File: config.mk
export PLATFORM = sky130hd
export DESIGN_NAME = ser_demux_param
export DESIGN_NICKNAME = d
export VERILOG_FILES = /design/src/rtl/ser_demux_pkg.sv /design/src/rtl/ser_field_shifter.sv /design/src/rtl/ser_demux_param.sv
export SDC_FILE = /design/constraint.sdc
export NUM_CORES = 1
export LEC_CHECK = 0
export CAP_MARGIN = 15
export CELL_PAD_IN_SITES_DETAIL_PLACEMENT = 2
export CELL_PAD_IN_SITES_GLOBAL_PLACEMENT = 2
export CORE_UTILIZATION = 36
export CTS_BUF_LIST = sky130_fd_sc_hd__clkbuf_16
export CTS_CLUSTER_DIAMETER = 40
export DETAILED_ROUTE_END_ITERATION = 12
export GPL_TIMING_DRIVEN = 1
export PLACE_DENSITY_LB_ADDON = 0.1
export SLEW_MARGIN = 20
export SYNTH_ARGS = -nofsm -noshare
export SYNTH_HDL_FRONTEND = slang
export SYNTH_SLANG_ARGS = --single-unit
File: constraint.sdc
create_clock -name clk -period 3.33 [get_ports clk]
set_input_delay 0.666 -clock clk [delete_from_list [all_inputs] [get_ports clk]]
set_output_delay 0.666 -clock clk [all_outputs]
set_load 0.02 [all_outputs]
File: src/rtl/ser_demux_pkg.sv
// Shared types and elaboration helpers for the parametrised serial frame demultiplexer.
package ser_demux_pkg;

    // One-hot so each state decode is a single flop bit.
    typedef enum logic [5:0] {
        IDLE = 6'b000001,
        ADDR = 6'b000010,
        LEN  = 6'b000100,
        DATA = 6'b001000,
        PAR  = 6'b010000,
        DONE = 6'b100000
    } state_e;

    function automatic bit ch_num_fits(input int ch_num, input int addr_w);
        return (ch_num >= 2) && (ch_num <= 16) && (ch_num <= (1 << addr_w));
    endfunction

    function automatic int max_w(input int a, input int b);
        return (a > b) ? a : b;
    endfunction

endpackage

File: src/rtl/ser_field_shifter.sv
// MSB-first field shift register with a bit counter; value reflects the bit shifted this step.
module ser_field_shifter
    import ser_demux_pkg::*;
#(
    parameter int W     = 2,
    parameter int CNT_W = W
) (
    input  logic         clk,
    input  logic         rst,
    input  logic         clr,
    input  logic         en,
    input  logic         din,
    output logic [W-1:0] value,
    output logic         last
);

    logic [W-1:0]     value_q, value_d, shifted;
    logic [CNT_W-1:0] cnt_q, cnt_d;

    if (W == 1) begin : g_w1
        assign shifted = din;
    end else begin : g_wn
        assign shifted = {value_q[W-2:0], din};
    end

    assign last  = (cnt_q == CNT_W'(W - 1));
    assign value = value_d;

    // NOTE: every output of a combinational block gets a default first, otherwise a latch is inferred.
    always_comb begin
        value_d = value_q;
        cnt_d   = cnt_q;
        if (clr) begin
            value_d = '0;
            cnt_d   = '0;
        end else if (en) begin
            value_d = shifted;
            cnt_d   = last ? '0 : cnt_q + CNT_W'(1);
        end
    end

    // NOTE: state flops use non-blocking assignments so every flop samples pre-edge values.
    always_ff @(posedge clk or negedge rst) begin
        if (!rst) begin
            value_q <= '0;
            cnt_q   <= '0;
        end else begin
            value_q <= value_d;
            cnt_q   <= cnt_d;
        end
    end

endmodule

File: src/rtl/ser_demux_param.sv
// Framed serial-to-parallel demultiplexer: start, address, length, data, optional even parity.
module ser_demux_param
    import ser_demux_pkg::*;
#(
    parameter int CH_NUM    = 4,
    parameter int ADDR_W    = 2,
    parameter int LEN_W     = 4,
    parameter int PARITY_EN = 1
) (
    input  logic              clk,
    input  logic              rst,
    input  logic              clk_en,
    input  logic              ser_in,
    output logic [CH_NUM-1:0] p,
    output logic              ser_out_valid,
    output logic              done,
    output logic              err,
    output logic [LEN_W-1:0]  data_num
);

    localparam int              CNT_W      = max_w(ADDR_W, LEN_W);
    localparam logic [ADDR_W:0] CH_LIM     = (ADDR_W + 1)'(CH_NUM);
    localparam state_e          AFTER_DATA = (PARITY_EN != 0) ? PAR : DONE;

    if (!ch_num_fits(CH_NUM, ADDR_W)) begin : g_bad_cfg
        $error("ser_demux_param: CH_NUM must be 2..16 and fit in ADDR_W bits");
    end

    state_e             state_q, state_d;
    logic               err_q, err_d;
    logic               par_q, par_d;
    logic [LEN_W-1:0]   data_num_q, data_num_d;
    logic               fld_clr, addr_en, len_en, addr_last, len_last, addr_bad;
    logic [ADDR_W-1:0]  addr;
    logic [LEN_W-1:0]   len;

    ser_field_shifter #(.W(ADDR_W), .CNT_W(CNT_W)) u_addr (
        .clk(clk), .rst(rst), .clr(fld_clr), .en(addr_en), .din(ser_in),
        .value(addr), .last(addr_last)
    );

    ser_field_shifter #(.W(LEN_W), .CNT_W(CNT_W)) u_len (
        .clk(clk), .rst(rst), .clr(fld_clr), .en(len_en), .din(ser_in),
        .value(len), .last(len_last)
    );

    assign addr_bad = ({1'b0, addr} >= CH_LIM);

    always_comb begin
        state_d    = state_q;
        err_d      = err_q;
        par_d      = par_q;
        data_num_d = data_num_q;
        fld_clr    = 1'b0;
        addr_en    = 1'b0;
        len_en     = 1'b0;
        if (clk_en) begin
            case (state_q)
                IDLE: if (!ser_in) begin
                    state_d = ADDR;
                    err_d   = 1'b0;
                    par_d   = 1'b0;
                    fld_clr = 1'b1;
                end
                ADDR: begin
                    addr_en = 1'b1;
                    if (addr_last) begin
                        state_d = LEN;
                        err_d   = err_q | addr_bad;
                    end
                end
                LEN: begin
                    len_en = 1'b1;
                    if (len_last) begin
                        data_num_d = len;
                        state_d    = (len != '0) ? DATA : AFTER_DATA;
                    end
                end
                DATA: begin
                    par_d      = par_q ^ ser_in;
                    data_num_d = data_num_q - LEN_W'(1);
                    if (data_num_q == LEN_W'(1)) state_d = AFTER_DATA;
                end
                PAR: begin
                    err_d   = err_q | (par_q ^ ser_in);
                    state_d = DONE;
                end
                // A start bit arriving during DONE is deliberately ignored.
                DONE:    state_d = IDLE;
                default: state_d = IDLE;
            endcase
        end
    end

    always_ff @(posedge clk or negedge rst) begin
        if (!rst) begin
            state_q    <= IDLE;
            err_q      <= 1'b0;
            par_q      <= 1'b0;
            data_num_q <= '0;
        end else begin
            state_q    <= state_d;
            err_q      <= err_d;
            par_q      <= par_d;
            data_num_q <= data_num_d;
        end
    end

    always_comb begin
        p = '0;
        for (int i = 0; i < CH_NUM; i++) begin
            p[i] = (state_q == DATA) && (addr == ADDR_W'(i)) && ser_in;
        end
    end

    assign ser_out_valid = (state_q == DATA) && !addr_bad;
    assign done          = (state_q == DONE);
    assign err           = err_q;
    assign data_num      = data_num_q;

endmodule

==> impl_metrics.json <==
{
  "crit_path_top_delay_cell": "or4_4",
  "detail_route.wl_per_cell_um": 20.24,
  "ys.warnings.count": 0,
  "worst_pin_slew_ps": 622.9,
  "clk_pin_slew_ps": 70,
  "cp_data_required_time_ps": 2660,
  "max_cap_violations": 0,
  "critical_path.startpoint_type": "flop",
  "initial_core_util": 0.3790,
  "drive_gt1_frac": 0.1893,
  "route.detailed.vias_per_inst": 5.822,
  "fp.dieArea_sq_um": 4923,
  "grt.total_usage": 0.2269,
  "first_pass_grt_wire_length_um": 8735,
  "fin_worst_hold_slack_ps": 550.2,
  "ys_ff_latch": 26,
  "worst_setup_path_end_kind": "output port",
  "grt_pass1_vias": 1684,
  "synth.yosys.seq_area_share": 0.3897,
  "cts_root_buf": "clkbuf_16",
  "area_growth_pct": 20.34,
  "headroom_to_the_max_slew_limit": 0.5809,
  "multi_input_comb_area_sq_um": 879.6,
  "layout_worst_path_cycle_share": 0.9646,
  "vdd.ir_drop.worst_mv": 0.3010,
  "clock_sink_count": 26,
  "synth.cell_area_sq_um": 1673,
  "hold_violations": 0,
  "timing.final.crit_period_ps": 3212,
  "chipHeight_um": 70.17,
  "top_level_ports": 15,
  "gp_congestion": 0.7901,
  "commonest_cells_after_routing_fill_and_taps_aside": "dfrtp_1 (25), nor2_1 (19), buf_4 (18), nand2_1 (16), inv_1 (12)",
  "route.final.wire_length_um": 5222,
  "holdCritPathClass": "flop to flop",
  "grt_max_degree": 27,
  "dr_vias": 1502,
  "fin_worst_skew_ps": 2.382,
  "worst_r2r_endpoint": "state_q[4]$_DFFE_PN0P_",
  "power_density_nw_per_um2": 716.1,
  "clk_path_buf_depth": 2,
  "core_area_sq_um": 4414,
  "overflow_left_after_global_routing": 0,
  "tritoncts.num_buffers": 3,
  "worst_hold_startpoint": "u_len.value_q[3]$_DFF_PN0_",
  "slew_violations": 0,
  "core.rowCount": 24,
  "dpl_hpwl_um": 3841,
  "synth_fp_nets": 189,
  "maximum_fanout_along_the_worst_path": 7,
  "cts_tree": "yes",
  "finalSetupViolations": 0,
  "crit-reg2reg-launch": "data_num[1]$_DFFE_PN0P_",
  "ys.flop_type": "dfrtp_1",
  "final.fill_count": 480,
  "rsz0062_at_grt": "false",
  "post_synth_inst_count": 180,
  "drtPass1Iterations": 4,
  "portBuffers": 14,
  "antenna_found_initial": 0,
  "post-layout-total-power_mw": 1.442,
  "netlist-cell-type-count": 51,
  "fp.dieW_um": 70.17,
  "status": "finished, final reports clean",
  "cts-hold-fix-buffers": 0,
  "nets": 216,
  "final_common_cell": "dfrtp_1",
  "synth_async_sr_flop_share": 1.000,
  "setup-tns-final_ps": 0,
  "max_stage_delay_ps": 630,
  "p_leak_nw": 0.8692,
  "timing.critical_path.cells": "or4_4 -> nor3_1 -> nor2_1 -> o22a_2 -> nor4_1 -> dlygate4sd2_1",
  "sequential_cell_area_sq_um": 651.9,
  "reg2reg_depth": 7,
  "postLayoutCoreUtil": 0.4561,
  "setup.reg_to_reg.worst_slack_ps": 810,
  "synth-edff-count": 0,
  "post_synthesis_average_cell_area_sq_um": 9.294,
  "worstHoldPathCells": 2,
  "achievable-frequency_mhz": 311.3,
  "timing.hold.worst_endpoint": "u_len.value_q[3]$_DFF_PN0_",
  "drt_iter0_markers": 55,
  "final_critical_path_setup_slack_ps": 117.9,
  "crit_arrival_ps": 2550,
  "worstSkewPairLatency_ps": 260,
  "total_inserted_antenna_cells": 0,
  "cts_setup_buffers": 0,
  "drc_errors": 0,
  "ant_nets": 0,
  "cts.htree.levels": 1,
  "crit_type": "flop to output port",
  "pre_cts_slack_ps": -292.7
}
[power by group]
part | switching [mW] | internal (mW) | total [mW]
registers | 0.0765 | 0.389 | 0.465
logic | 0.363 | 0.249 | 0.612
clock network | 0.124 | 0.240 | 0.364
[area by class of cell]
| cell class | count | area share |
|---|---|---|
| inverter | 12 | 0.02237 |
| timing repair buffer | 32 | 0.1324 |
| sequential | 26 | 0.3238 |
| multi-input combinational | 132 | 0.4369 |
| clock inverter | 1 | 0.01492 |
| clock buffer | 3 | 0.03729 |
| tap | 52 | 0.03232 |
[routing by layer]
metal	GRT usage	share of wire	vias to the layer above
met5	0	0	-
met4	0.05333	0.012	0
met3	0.02453	0.016	6
met2	0.4177	0.53	17
met1	0.2818	0.45	774
li1	-	-	705
[worst max path at each step]
| stage | depth (start not counted) | to | startpoint |
|---|---|---|---|
| floorplan | 7 | p[1] | state_q[4]$_DFFE_PN0P_ |
| global placement | 7 | p[1] | clk_en |
| detailed placement | 7 | p[1] | clk_en |
| CTS | 7 | p[1] | clk_en |
| global route | 7 | p[0] | clk_en |
| finish | 6 | p[2] | state_q[4]$_DFFE_PN0P_ |
[state kept, by name, indices dropped and copies added, names as in the netlist]
| signal | flops |
|---|---|
| u_addr.value_q | 2 |
| state_q | 6 |
| data_num | 4 |
| u_len.value_q | 4 |
| par_q | 1 |
| u_addr.cnt_q | 4 |
| err | 1 |
| u_len.cnt_q | 4 |
[cell usage after synthesis (2+ instances only)]
cell type | count | area, sq um
o311ai_0 | 2 | 17.52
or3_1 | 2 | 12.51
xnor2_1 | 2 | 17.52
mux2i_1 | 3 | 30.03
dfrtp_1 | 25 | 625.6
nor2_1 | 19 | 71.32
xor2_1 | 2 | 17.52
nor3_4 | 2 | 32.53
o22ai_1 | 2 | 12.51
a31oi_1 | 2 | 12.51
nor3b_1 | 5 | 37.54
o21ai_0 | 11 | 55.05
or2b_2 | 2 | 17.52
a21oi_1 | 8 | 40.04
nand3_1 | 6 | 30.03
nand4_1 | 2 | 12.51
nand2_1 | 16 | 60.06
mux2_2 | 3 | 33.78
inv_1 | 12 | 45.04
buf_6 | 6 | 67.56
nor4_1 | 3 | 18.77
clkbuf_1 | 2 | 7.510
ha_1 | 5 | 62.56
nor3_1 | 11 | 55.05
[critical path: cells and delay by family, from the launching register on]
family	cells	cell delay [ps]
compound gates	1	250
flops	1	390
buf+inv	1	370
simple gates	4	1260
[per-stage QoR]
stage | area (sq um) | instances
floorplan | 1673 | 180
global placement | 1913 | 254
detailed placement | 1913 | 254
global route | 2013 | 258
CTS | 2018 | 258
finish | 2013 | 258
[cell families after synthesis]
logic type      synth area share
compound gates            0.1541
simple gates              0.2730
mux                      0.03814
flops                     0.3897
buf+inv                  0.08676
fa+ha+maj                0.03740
xor+xnor                 0.02095
[timing repair]
action / 4_1_cts / 5_1_grt
gates resized for setup: 6 / 2
endpoints found under the hold margin: 0 / 0
setup endpoints to repair: 4 / 1
cloned: 0 / 0
No activity file was read; power rests on OpenSTA's default activity.
